$ cat config.mk
export PLATFORM = sky130hd
export DESIGN_NAME = proc_out_writer
export DESIGN_NICKNAME = d
export VERILOG_FILES = /design/src/rtl/proc_out_writer.sv
export SDC_FILE = /design/constraint.sdc
export NUM_CORES = 1
export LEC_CHECK = 0
export CORE_ASPECT_RATIO = 1.25
export CORE_MARGIN = 5
export CORE_UTILIZATION = 30
export DETAILED_ROUTE_END_ITERATION = 10
export PLACE_DENSITY = 0.46
export REMOVE_ABC_BUFFERS = 1
export SETUP_SLACK_MARGIN = 0.4
export SLEW_MARGIN = 15
export SYNTH_ARGS = -nofsm -noshare
export SYNTH_HDL_FRONTEND = slang
export SYNTH_SLANG_ARGS = --single-unit
$ cat constraint.sdc
create_clock -name clk -period 10.2 [get_ports clk]
set_input_delay 2.04 -clock clk [delete_from_list [all_inputs] [get_ports clk]]
set_output_delay 2.04 -clock clk [all_outputs]
set_load 0.05 [all_outputs]
$ cat src/rtl/proc_out_writer.sv
// proc_out_writer: buffers processed pixel words from the brightness/threshold
// processor and streams them to image memory at consecutive word addresses.
// The output register is the last FIFO slot, so total buffering is FIFO_DEPTH.
// Optional feature: define PROC_OUT_CHECKSUM_EN to add a 16-bit channel-sum
// checksum output over every word committed to memory.

`ifndef COLOR_SIZE
`define COLOR_SIZE 8
`endif

module proc_out_writer #(
    parameter int DATA_WIDTH = 32,
    parameter int ADDR_WIDTH = 16,
    parameter int FIFO_DEPTH = 8
) (
    input  logic                  clk,
    input  logic                  rst_n,
    input  logic                  start,
    input  logic [ADDR_WIDTH-1:0] base_addr,
    input  logic                  in_vld,
    input  logic [DATA_WIDTH-1:0] in_data,
    input  logic                  in_last,
    output logic                  mem_wr_vld,
    output logic [ADDR_WIDTH-1:0] mem_addr,
    output logic [DATA_WIDTH-1:0] mem_data,
    input  logic                  mem_ready,
    output logic                  busy,
    output logic                  wr_done,
    output logic                  overflow,
    output logic [ADDR_WIDTH:0]   word_cnt
`ifdef PROC_OUT_CHECKSUM_EN
    ,
    output logic [15:0]           checksum
`endif
);

    localparam int PTR_W = (FIFO_DEPTH > 1) ? $clog2(FIFO_DEPTH) : 1;
    localparam int OCC_W = $clog2(FIFO_DEPTH) + 1;
    localparam logic [OCC_W-1:0] OCC_FULL = OCC_W'(FIFO_DEPTH);

    typedef enum logic [1:0] {
        IDLE  = 2'd0,
        RUN   = 2'd1,
        DRAIN = 2'd2,
        DONE  = 2'd3
    } state_t;

    state_t state, state_nxt;

    logic [DATA_WIDTH-1:0] buf_mem [FIFO_DEPTH];
    logic [PTR_W-1:0]      wr_ptr;
    logic [PTR_W-1:0]      rd_ptr;
    logic [OCC_W-1:0]      occ;

    logic pop;
    logic push_req;
    logic push_ok;
    logic full;
    logic out_free;
    logic arr_empty;
    logic load_head;
    logic load_bypass;
    logic arr_wr;
    logic start_ok;
    logic drain_empty;

    // Saturating increment for the frame word counter.
    function automatic logic [ADDR_WIDTH:0] sat_inc(input logic [ADDR_WIDTH:0] c);
        if (&c) begin
            return c;
        end
        return c + (ADDR_WIDTH+1)'(1);
    endfunction

`ifdef PROC_OUT_CHECKSUM_EN
    // Sum of all colour channels of one word, zero-extended, mod 2^16.
    function automatic logic [15:0] chan_sum(input logic [DATA_WIDTH-1:0] w);
        logic [15:0] s;
        s = '0;
        for (int i = 0; i < DATA_WIDTH / `COLOR_SIZE; i++) begin
            s = s + 16'(w[i*`COLOR_SIZE +: `COLOR_SIZE]);
        end
        return s;
    endfunction
`endif

    // A word in the output register is always the oldest entry; the array
    // holds the remaining occ - mem_wr_vld entries behind it.
    assign pop         = mem_wr_vld & mem_ready;
    assign push_req    = (state == RUN) & in_vld;
    assign full        = (occ == OCC_FULL);
    assign push_ok     = push_req & (~full | pop);
    assign out_free    = ~mem_wr_vld | pop;
    assign arr_empty   = (occ == OCC_W'(mem_wr_vld));
    assign load_head   = out_free & ~arr_empty;
    assign load_bypass = out_free & arr_empty & push_ok;
    assign arr_wr      = push_ok & ~load_bypass;
    assign start_ok    = start & (state == IDLE);
    assign drain_empty = (occ == OCC_W'(pop));

    assign busy    = (state == RUN) | (state == DRAIN);
    assign wr_done = (state == DONE);

    // Frame sequencing: next-state selection.
    always_comb begin
        state_nxt = state;
        case (state)
            IDLE:    if (start) state_nxt = RUN;
            RUN:     if (in_vld && in_last) state_nxt = DRAIN;
            DRAIN:   if (drain_empty) state_nxt = DONE;
            DONE:    state_nxt = IDLE;
            default: state_nxt = IDLE;
        endcase
    end

    // Frame sequencing: state register.
    always_ff @(posedge clk or negedge rst_n) begin
        if (!rst_n) begin
            state <= IDLE;
        end else begin
            state <= state_nxt;
        end
    end

    // Buffer storage; contents are don't-care whenever occupancy says empty.
    always_ff @(posedge clk) begin
        if (arr_wr) begin
            buf_mem[wr_ptr] <= in_data;
        end
    end

    // Buffer pointers and total occupancy (including the output register).
    always_ff @(posedge clk or negedge rst_n) begin
        if (!rst_n) begin
            wr_ptr <= '0;
            rd_ptr <= '0;
            occ    <= '0;
        end else begin
            if (arr_wr) begin
                wr_ptr <= wr_ptr + PTR_W'(1);
            end
            if (load_head) begin
                rd_ptr <= rd_ptr + PTR_W'(1);
            end
            occ <= occ + OCC_W'(push_ok) - OCC_W'(pop);
        end
    end

    // Output register: refilled from the buffer head, or straight from the
    // input when the buffer is empty so a word reaches memory one cycle later.
    always_ff @(posedge clk or negedge rst_n) begin
        if (!rst_n) begin
            mem_wr_vld <= 1'b0;
            mem_data   <= '0;
        end else if (out_free) begin
            mem_wr_vld <= load_head | load_bypass;
            if (load_head) begin
                mem_data <= buf_mem[rd_ptr];
            end else if (load_bypass) begin
                mem_data <= in_data;
            end
        end
    end

    // Write address: loaded at frame start, advanced on each handshake.
    always_ff @(posedge clk or negedge rst_n) begin
        if (!rst_n) begin
            mem_addr <= '0;
        end else if (start_ok) begin
            mem_addr <= base_addr;
        end else if (pop) begin
            mem_addr <= mem_addr + ADDR_WIDTH'(1);
        end
    end

    // Frame statistics: committed-word count and sticky drop flag.
    always_ff @(posedge clk or negedge rst_n) begin
        if (!rst_n) begin
            word_cnt <= '0;
            overflow <= 1'b0;
        end else if (start_ok) begin
            word_cnt <= '0;
            overflow <= 1'b0;
        end else begin
            if (pop) begin
                word_cnt <= sat_inc(word_cnt);
            end
            if (push_req && !push_ok) begin
                overflow <= 1'b1;
            end
        end
    end

`ifdef PROC_OUT_CHECKSUM_EN
    // Running channel-sum over every committed word of the frame.
    always_ff @(posedge clk or negedge rst_n) begin
        if (!rst_n) begin
            checksum <= '0;
        end else if (start_ok) begin
            checksum <= '0;
        end else if (pop) begin
            checksum <= checksum + chan_sum(mem_data);
        end
    end
`endif

endmodule
==> summary.md, run 1 <==
| Metric | Value |
|---|---|
| Row cnt | `88` |
| Post-cts gate resize count | `0` |
| Final setup violation count | `0` |
| Slew headroom | `37.4%` |
| DR vias | `7647` |
| Distinct cells, synth | `52` |
| FF+latch count, synth | `335` |
| Worst hold path class | `flop to flop` |
| Worst Hold Depth | `2` |
| WP data arrival | `4740 ps` |
| Setup Skew | `13.9 ps` |
| Chip height | `250 um` |
| CTS sink count | `335` |
| Via/cell ratio | `4.93` |
| Area share of the largest cell type after synthesis | `55.5%` |
| Worst setup path class | `primary input to flop` |
| Antenna violations before repair | `1` |
| Layout Area Growth over Synthesis | `22.1%` |
| R2r setup slk | `7130 ps` |
| Synth Flop Type | `edfxtp_1` |
| Critical path endpoint category | `flop` |
| Final wirelength | `32.6 mm` |
| Routability cong. | `0.747` |
| Root buffer cell | `clkbuf_16` |
| Core ar. | `0.0459 mm2` |
| Clk pin slew, worst setup/hold paths | `60 ps` |
| Share of layout cells above drive strength 1 | `20.0%` |
| WP data required | `10360 ps` |
| Fin. Hold Viols | `0` |
| Port Buf Inserts | `122` |
| Area of the multi-input gates | `0.00393 mm2` |
| Synthesized netlist cell count | `800` |
| Maximum VDD drop | `0.000163 V` |
| RSZ-0062 raised after global routing | `no` |
| RR Endpoint | `buf_mem[3][7]` |
| Period Utilization, post-route | `44.8%` |
| Final #Nets | `1008` |
| DIE AREA | `0.0506 mm2` |
| Detail Placement HPWL | `19.3 mm` |
| FF/Latch Area | `0.00967 mm2` |
| First-pass GRT wire length | `50.9 mm` |
| Largest net degree at the start of global routing | `55` |
| CTS max path bufs | `3` |
| Leakage power | `0.00559 uW` |
| CTS tree | `done` |
| Worst setup SP type | `primary input` |
| Min Tclk post-route | `4570 ps` |
| Ys Warns | `0` |
| Syn_area_per_cell | `17.3 um2` |
| Synth area leader | `edfxtp_1` |
| Fillcell total | `4252` |
| Post-CTS setup buffers | `0` |
| P per Cell Area | `286 mW/mm2` |
| Status | `finished, final reports clean` |
| Sequential share of the synthesized area | `69.8%` |
| Top cells by area, synth | `edfxtp_1, dfrtp_1, mux4_2` |
| Antenna-violating nets left | `0` |
| Initial Util | `30.2%` |
| Iteration-0 DRC Markers | `348` |
| Slew @ Worst Pin | `939 ps` |
| Post-synth EDFFs | `256` |
| DRC viols | `0` |
| Mapped Area | `0.0138 mm2` |
| Post-synth ARST share | `23.6%` |
| Reg2reg path depth | `5` |
| Critical R2R Launch | `mem_wr_vld` |
| Hold Path Origin | `overflow` |
| Vias in the first global route | `8282` |
| Worst skew pair latency | `520 ps` |
| Detailed Routing Iterations Pass 1 | `6` |
| Core Util, Final | `36.8%` |
| Critical-path maximum fanout | `26` |
| CTS H-tree depth | `2` |
| Die Wd | `202 um` |
| F_max | `0.219 GHz` |
| CP endpoint | `buf_mem[3][7]` |
| Final TNS setup | `0 ps` |
| Cts bufs inserted | `37` |
| Critical path origin | `mem_ready` |
| GRT overflow | `0` |
| Max-slew violations | `0` |
| GRT Util Overall | `12.9%` |
| Hold_buf cts | `0` |
| WL per Instance | `21.0 um` |
| IO Count | `123` |
| Max-Cap Viols | `0` |
## critical path: stages
cell and delay (ps):
clkdlybuf4s50_1 730, a211oi_2 190, a21oi_1 390, nand2_1 300, nor3_2 560, buf_4 500
## placed cells by master (no fill, tap or decap), drive strengths merged, types with 2 or more instances in the layout
master,instances
a211o,2
a211oi,15
a21o,2
a21oi,48
a22oi,18
a31o,2
and2,2
and4,2
buf,19
clkbuf,55
clkdlybuf4s50,121
clkinv,6
clkinvlp,3
dfrtp,79
edfxtp,256
ha,15
inv,16
mux2,21
mux2i,2
mux4,64
nand2,40
nand2b,2
nand3,13
nand3b,2
nand4,9
nor2,21
nor2b,15
nor3,27
nor4,5
o21ai,25
o2bb2ai,14
or2,2
or3,10
xnor2,21
xor2,4
## registers in the layout (all words and copies together) (netlist names)
name and count:
occ 4, mem_wr_vld 1, rd_ptr 3, word_cnt 17, mem_addr 16, overflow 1, mem_data 32, state 2
wr_ptr 3, buf_mem 256
## logic make-up after synthesis
kind of cell | share of synthesized area, %
xor gates and xnor gates | 1.72
AOI/OAI and AO/OA | 6.66
buffers and inverters | 2.26
DFF | 69.8
adders and majority gates | 1.50
and+or+nand+nor | 5.62
muxes | 12.4
## through the flow
stage	hold WS, ps	cells	power (uW)	area (um2)	worst slack [ps]
floorplan	517	759	3060	13600	3960
global placement	500	1484	3620	15700	5140
detailed placement	494	1484	3630	15700	5080
CTS	522	1551	4940	16900	5650
global route	548	1551	5100	16900	5430
finish	519	1552	4840	16900	5630
## layout make-up
type,count,area share (%)
Antenna cell,1,0.0148
Clock buffer,55,6.29
Clock inverter,12,0.578
Inverter,14,0.311
Multi-Input combinational cell,410,23.2
Sequential cell,335,57.2
Tap cell,585,4.33
Timing Repair Buffer,140,8.01
## worst min-delay path by stage
| stage | to |
|---|---|
| after floorplan | state[1] |
| after global placement | overflow |
| after detailed placement | overflow |
| after CTS | overflow |
| after global routing | mem_data[7] |
| final | overflow |
## synthesized netlist by cell type (all sizes together) (18+ instances only)
| cell | instances |
|---|---|
| mux2 | 21 |
| a22oi | 18 |
| nor2 | 21 |
| o21ai | 25 |
| a21oi | 48 |
| nor3 | 27 |
| edfxtp | 256 |
| nand2 | 40 |
| xnor2 | 21 |
| dfrtp | 79 |
| mux4 | 64 |
| buf | 32 |
## where the power goes
part,switching (uW),internal (uW),total [uW]
clock,534,750,1280
combinational,968,712,1680
sequential,207,1670,1880
## metal layers
metal	GRT usage, %	up-vias	part of all wire (%)
li1	-	3441	-
met1	16.6	3950	42
met2	21.9	200	49
met3	3.21	54	6.0
met4	3.59	2	2.2
met5	0	-	0.021
No activity file was read; power rests on OpenSTA's default activity.
==> run 2, diff against run 1 <==
- PLACE_DENSITY: 0.46 -> 0.48
- clock period: 10.2 -> 3.7 ns (I/O delays scaled with it)
==> summary.md, run 2 (synthesized netlist as in run 1, its figures left out) <==
| Metric | Value |
|---|---|
| Fin. Hold Viols | `0 (unchanged)` |
| GRT Util Overall | `12.9% (-0.058 points)` |
| Max-Cap Viols | `0 (unchanged)` |
| Vias in the first global route | `8255 (-0.33%)` |
| Chip height | `250 um (unchanged)` |
| Detailed Routing Iterations Pass 1 | `5 (-1)` |
| Port Buf Inserts | `122 (unchanged)` |
| Setup Skew | `17.4 ps (+3.55 ps)` |
| First-pass GRT wire length | `50.6 mm (-0.50%)` |
| R2r setup slk | `1050 ps (-6080 ps)` |
| Largest Register | `buf_mem` |
| Antenna violations before repair | `1 (unchanged)` |
| Share of layout cells above drive strength 1 | `20.9% (+0.92 points)` |
| Post-CTS setup buffers | `0 (unchanged)` |
| Critical path endpoint category | `primary output` |
| WL per Instance | `20.8 um (-1.1%)` |
| Layout Area Growth over Synthesis | `23.3%` |
| CTS tree | `done` |
| Critical-path top delay cell | `clkdlybuf4s50_1` |
| Worst path bufs/invs | `1 (-1)` |
| Routability cong. | `0.786 (+5.2%)` |
| Iteration-0 DRC Markers | `277 (-20%)` |
| Worst hold path class | `primary input to async pin` |
| Final #Nets | `1024 (+1.6%)` |
| Delay-heaviest family, CP | `buffers and inverters` |
| WP data required | `2960 ps (-7400 ps)` |
| Antenna-violating nets left | `0 (unchanged)` |
| Biggest regs | `buf_mem (256), mem_data (32), word_cnt (17)` |
| Slew headroom | `41.4% (+4.0 points)` |
| CTS sink count | `335 (unchanged)` |
| Leakage power | `0.00569 uW (+1.7%)` |
| Final wirelength | `32.6 mm (-0.11%)` |
| Core ar. | `0.0459 mm2 (unchanged)` |
| WP data arrival | `2200 ps (-2540 ps)` |
| DR vias | `7619 (-0.37%)` |
| P per Cell Area | `784 mW/mm2 (+170%)` |
| IO Count | `123 (unchanged)` |
| Crit path cell chain | `clkdlybuf4s50_1` |
| Commonest non-fill, non-tap cell in the layout | `edfxtp_1` |
| Critical-path maximum fanout | `12 (-54%)` |
| Via/cell ratio | `4.86 (-1.3%)` |
| DRC viols | `0 (unchanged)` |
| Worst setup path class | `flop to primary output` |
| Min Tclk post-route | `2940 ps` |
| Detail Placement HPWL | `21.0 mm (+8.6%)` |
| Largest net degree at the start of global routing | `56 (+1.8%)` |
| Core Util, Final | `37.2% (+0.37 points)` |
| GRT overflow | `0 (unchanged)` |
| Max-slew violations | `0 (unchanged)` |
| Critical Path Max Stage Delay | `950 ps (+220 ps)` |
| Period Utilization, post-route | `79.4%` |
| F_max | `0.340 GHz` |
| Max reg flops | `256 (unchanged)` |
| Final setup violation count | `0 (unchanged)` |
| Initial Util | `30.2% (unchanged)` |
| DIE AREA | `0.0506 mm2 (unchanged)` |
| Area after DPL | `0.0159 mm2 (+1.3%)` |
| Post-cts gate resize count | `0 (unchanged)` |
| Root buffer cell | `clkbuf_16` |
| Clk pin slew, worst setup/hold paths | `60 ps (about the same)` |
| Status | `finished, final reports clean` |
| Slew @ Worst Pin | `878 ps (-60.5 ps)` |
| Worst skew pair latency | `530 ps (about the same)` |
| Fillcell total | `4263 (+0.26%)` |
| Hold_buf cts | `0 (unchanged)` |
| Row cnt | `88 (unchanged)` |
| Final Instance Area | `0.0171 mm2 (+0.99%)` |
| Die Wd | `202 um (unchanged)` |
| Worst setup SP type | `flop` |
| Maximum VDD drop | `0.000431 V (+170%)` |
| RSZ-0062 raised after global routing | `no` |
| Cts bufs inserted | `37 (unchanged)` |
| CTS H-tree depth | `2 (unchanged)` |
| CTS max path bufs | `3 (unchanged)` |
| Commonest non-fill, non-tap cells in the layout | `edfxtp_1, clkdlybuf4s50_1, dfrtp_1` |
## run 2: cell types whose count changed in the layout (fill, tap and decap cells not counted), sizes merged
cell and change:
clkinvlp -2, clkinv +9, inv +1, buf +16, clkbuf -9
## run 2: routing by layer
| metal | GRT usage, % | routed length [um] | vias to the layer above |
|---|---|---|---|
| li1 | - | - | 3469 |
| met1 | 16.3 | 13800 | 3923 |
| met2 | 22.0 | 16200 | 173 |
| met3 | 3.47 | 1840 | 52 |
| met4 | 3.14 | 660 | 2 |
| met5 | 0 | 13 | - |
## run 2: through the flow
stage | setup TNS [ps] | total power (uW) | hold WS [ps] | setup slack [ps] | instances
2_1_floorplan | -130050 | 8430 | 444 | -1510 | 759
3_3_place_gp | 0 | 10100 | 481 | 603 | 1500
3_5_place_dp | 0 | 10100 | 476 | 515 | 1500
4_1_cts | 0 | 13600 | 344 | 726 | 1566
5_1_grt | 0 | 14100 | 375 | 680 | 1566
6_report | 0 | 13400 | 336 | 762 | 1567
## run 2: cell type report
type                       instances  area [um2]  area share, %
inverter                          14        52.6          0.308
multi-input combinational        410        3920           23.0
clock buffer                      46         980           5.74
antenna                            1        2.50         0.0147
clock inverter                    20         144          0.843
sequential                       335        9670           56.7
timing repair buffer             156        1560           9.15
tap                              585         732           4.29
## run 2: final timing paths
check                             startpoint       endpoint  cells after the start
worst max-delay path              mem_wr_vld     mem_wr_vld                      1
worst min-delay path                   rst_n    word_cnt[7]                      1
worst max register to register    mem_wr_vld  buf_mem[4][1]                      5
worst min register to register  mem_data[25]   mem_data[25]                      1
max in group asynchronous              rst_n   mem_data[23]                      2
min in group clk                mem_data[25]   mem_data[25]                      1
## run 2: report_power, final
part / leakage (uW) / internal (uW) / switching [uW]
clock: 0.000552 / 1960 / 1480
combinational: 0.00186 / 2050 / 2700
sequential: 0.00327 / 4600 / 570
total: 0.00569 / 8610 / 4760
==> run 3, diff against run 2 <==
- PLACE_DENSITY: 0.48 -> 0.46
- clock period: 3.7 -> 3.1 ns (I/O delays scaled with it)
==> summary.md, run 3 (synthesized netlist as in run 1, its figures left out) <==
| Metric | Value |
|---|---|
| Status | `finished, final reports clean` |
| CTS sink count | `335 (unchanged)` |
| Iteration-0 DRC Markers | `248 (-10%)` |
| Worst skew pair latency | `530 ps (about the same)` |
| DRC viols | `0 (unchanged)` |
| Root buffer cell | `clkbuf_16` |
| Final wirelength | `33.6 mm (+3.3%)` |
| WP data arrival | `1980 ps (-220 ps)` |
| First-pass GRT wire length | `51.9 mm (+2.4%)` |
| Worst path bufs/invs | `1 (unchanged)` |
| Via/cell ratio | `4.90 (+0.70%)` |
| Vias in the first global route | `8298 (+0.52%)` |
| GRT overflow | `0 (unchanged)` |
| Max-slew violations | `0 (unchanged)` |
| Port Buf Inserts | `122 (unchanged)` |
| Clk pin slew, worst setup/hold paths | `60 ps (about the same)` |
| Core ar. | `0.0459 mm2 (unchanged)` |
| Delay-heaviest family, CP | `buffers and inverters` |
| Commonest non-fill, non-tap cells in the layout | `edfxtp_1, clkdlybuf4s50_1, dfrtp_1` |
| RSZ-0062 raised after global routing | `no` |
| Min Tclk post-route | `2600 ps` |
| Initial Util | `30.2% (unchanged)` |
| Final #Nets | `1032 (+0.78%)` |
| Detailed Routing Iterations Pass 1 | `4 (-1)` |
| IO Count | `123 (unchanged)` |
| CTS max path bufs | `3 (unchanged)` |
| Max reg flops | `256 (unchanged)` |
| CTS H-tree depth | `2 (unchanged)` |
| Critical-path maximum fanout | `10 (-2)` |
| Worst setup SP type | `flop` |
| DIE AREA | `0.0506 mm2 (unchanged)` |
| Placed Cells incl. Taps | `1507 (+0.47%)` |
| Antenna-violating nets left | `0 (unchanged)` |
| CTS tree | `done` |
| Antenna violations before repair | `1 (unchanged)` |
| Largest Register | `buf_mem` |
| Worst hold path class | `primary input to async pin` |
| Max-Cap Viols | `0 (unchanged)` |
| Critical-path top delay cell | `clkdlybuf4s50_1` |
| Period Utilization, post-route | `83.7%` |
| Commonest non-fill, non-tap cell in the layout | `edfxtp_1` |
| Final setup violation count | `0 (unchanged)` |
| Final antenna diode count | `0 (-1)` |
| Total power | `16400 uW (+23%)` |
| GRT Util Overall | `13.2% (+0.38 points)` |
| Critical path endpoint category | `primary output` |
| F_max | `0.385 GHz` |
| Worst setup path class | `flop to primary output` |
| DR vias | `7721 (+1.3%)` |
| Largest net degree at the start of global routing | `49 (-13%)` |
| Biggest regs | `buf_mem (256), mem_data (32), word_cnt (17)` |
| Share of layout cells above drive strength 1 | `22.3% (+1.4 points)` |
| Leakage power | `0.00580 uW (+2.0%)` |
| Core Util, Final | `37.7% (+0.56 points)` |
| Slew headroom | `51.9% (+10 points)` |
| Row cnt | `88 (unchanged)` |
| Chip height | `250 um (unchanged)` |
| Final TNS setup | `0 ps (unchanged)` |
| Hold_buf cts | `0 (unchanged)` |
| Cts bufs inserted | `38 (+2.7%)` |
| WL per Instance | `21.3 um (+2.6%)` |
| Layout Area Growth over Synthesis | `25.1%` |
| Critical Path Max Stage Delay | `900 ps (-50 ps)` |
| Setup Skew | `14.3 ps (-3.12 ps)` |
| Fin. Hold Viols | `0 (unchanged)` |
| WP data required | `2480 ps (-480 ps)` |
| Slew @ Worst Pin | `722 ps (-157 ps)` |
| Maximum VDD drop | `0.000511 V (+18%)` |
| Final Non-Filler Cells | `1577 (+0.64%)` |
| Detail Placement HPWL | `21.0 mm (+0.19%)` |
| Routability cong. | `0.765 (-2.6%)` |
| Crit path cell chain | `clkdlybuf4s50_1` |
| Die Wd | `202 um (unchanged)` |
| P per Cell Area | `947 mW/mm2 (+21%)` |
-- run 3: cell count changes in the layout (fill, tap and decap cells not counted), moves of 2 or more --
cell / change
clkinv_1: -5
clkbuf_1: +2
clkbuf_8: +3
clkbuf_16: +2
buf_12: +6
clkinv_8: +2
-- run 3: power by group --
| group | switching [uW] | total [uW] | internal [uW] |
|---|---|---|---|
| logic | 3330 | 5850 | 2520 |
| clock network | 1830 | 4450 | 2620 |
| registers | 607 | 6090 | 5490 |
-- run 3: through the flow --
stage / setup WS (ps) / hold slack (ps) / cell area (um2)
3_5_place_dp: 85.1 / 477 / 16100
4_1_cts: 477 / 166 / 17300
2_1_floorplan: -2110 / 324 / 13600
5_1_grt: 423 / 198 / 17300
6_report: 504 / 137 / 17300
3_3_place_gp: 102 / 478 / 16100
-- run 3: layout make-up --
type | instances | area (um2)
fillers | 4272 | 28600
repair buffers | 163 | 1690
clock buffers | 53 | 1080
clock inverters | 17 | 168
flip-flops and latches | 335 | 9670
inverters | 14 | 52.6
well taps | 585 | 732
multi-input cells | 410 | 3930
-- run 3: final timing paths --
| kind | from | end | slack [ps] | cells after the start |
|---|---|---|---|---|
| max in group asynchronous | rst_n | mem_data[10] | 2290 | 2 |
| worst min-delay path | rst_n | word_cnt[13] | 140 | 1 |
| min in group clk | mem_data[9] | mem_data[9] | 490 | 1 |
| worst max-delay path | mem_wr_vld | mem_wr_vld | 500 | 1 |
| worst max register to register | word_cnt[7] | word_cnt[11] | 670 | 8 |
| worst min register to register | mem_data[9] | mem_data[9] | 490 | 1 |
-- run 3: per-layer routing --
metal,vias up,global-route usage [%],wire length [um]
met5,-,0,13
met4,2,3.20,547
met3,41,3.57,2020
met2,177,22.1,16600
met1,4008,17.3,14400
li1,3493,-,-
-- run 3: timing repair --
action | CTS | global route
gates resized for setup | 1 | 2
pin swaps | 0 | 0
buffers inserted | 0 | 0
endpoints found under the setup margin | 1 | 18
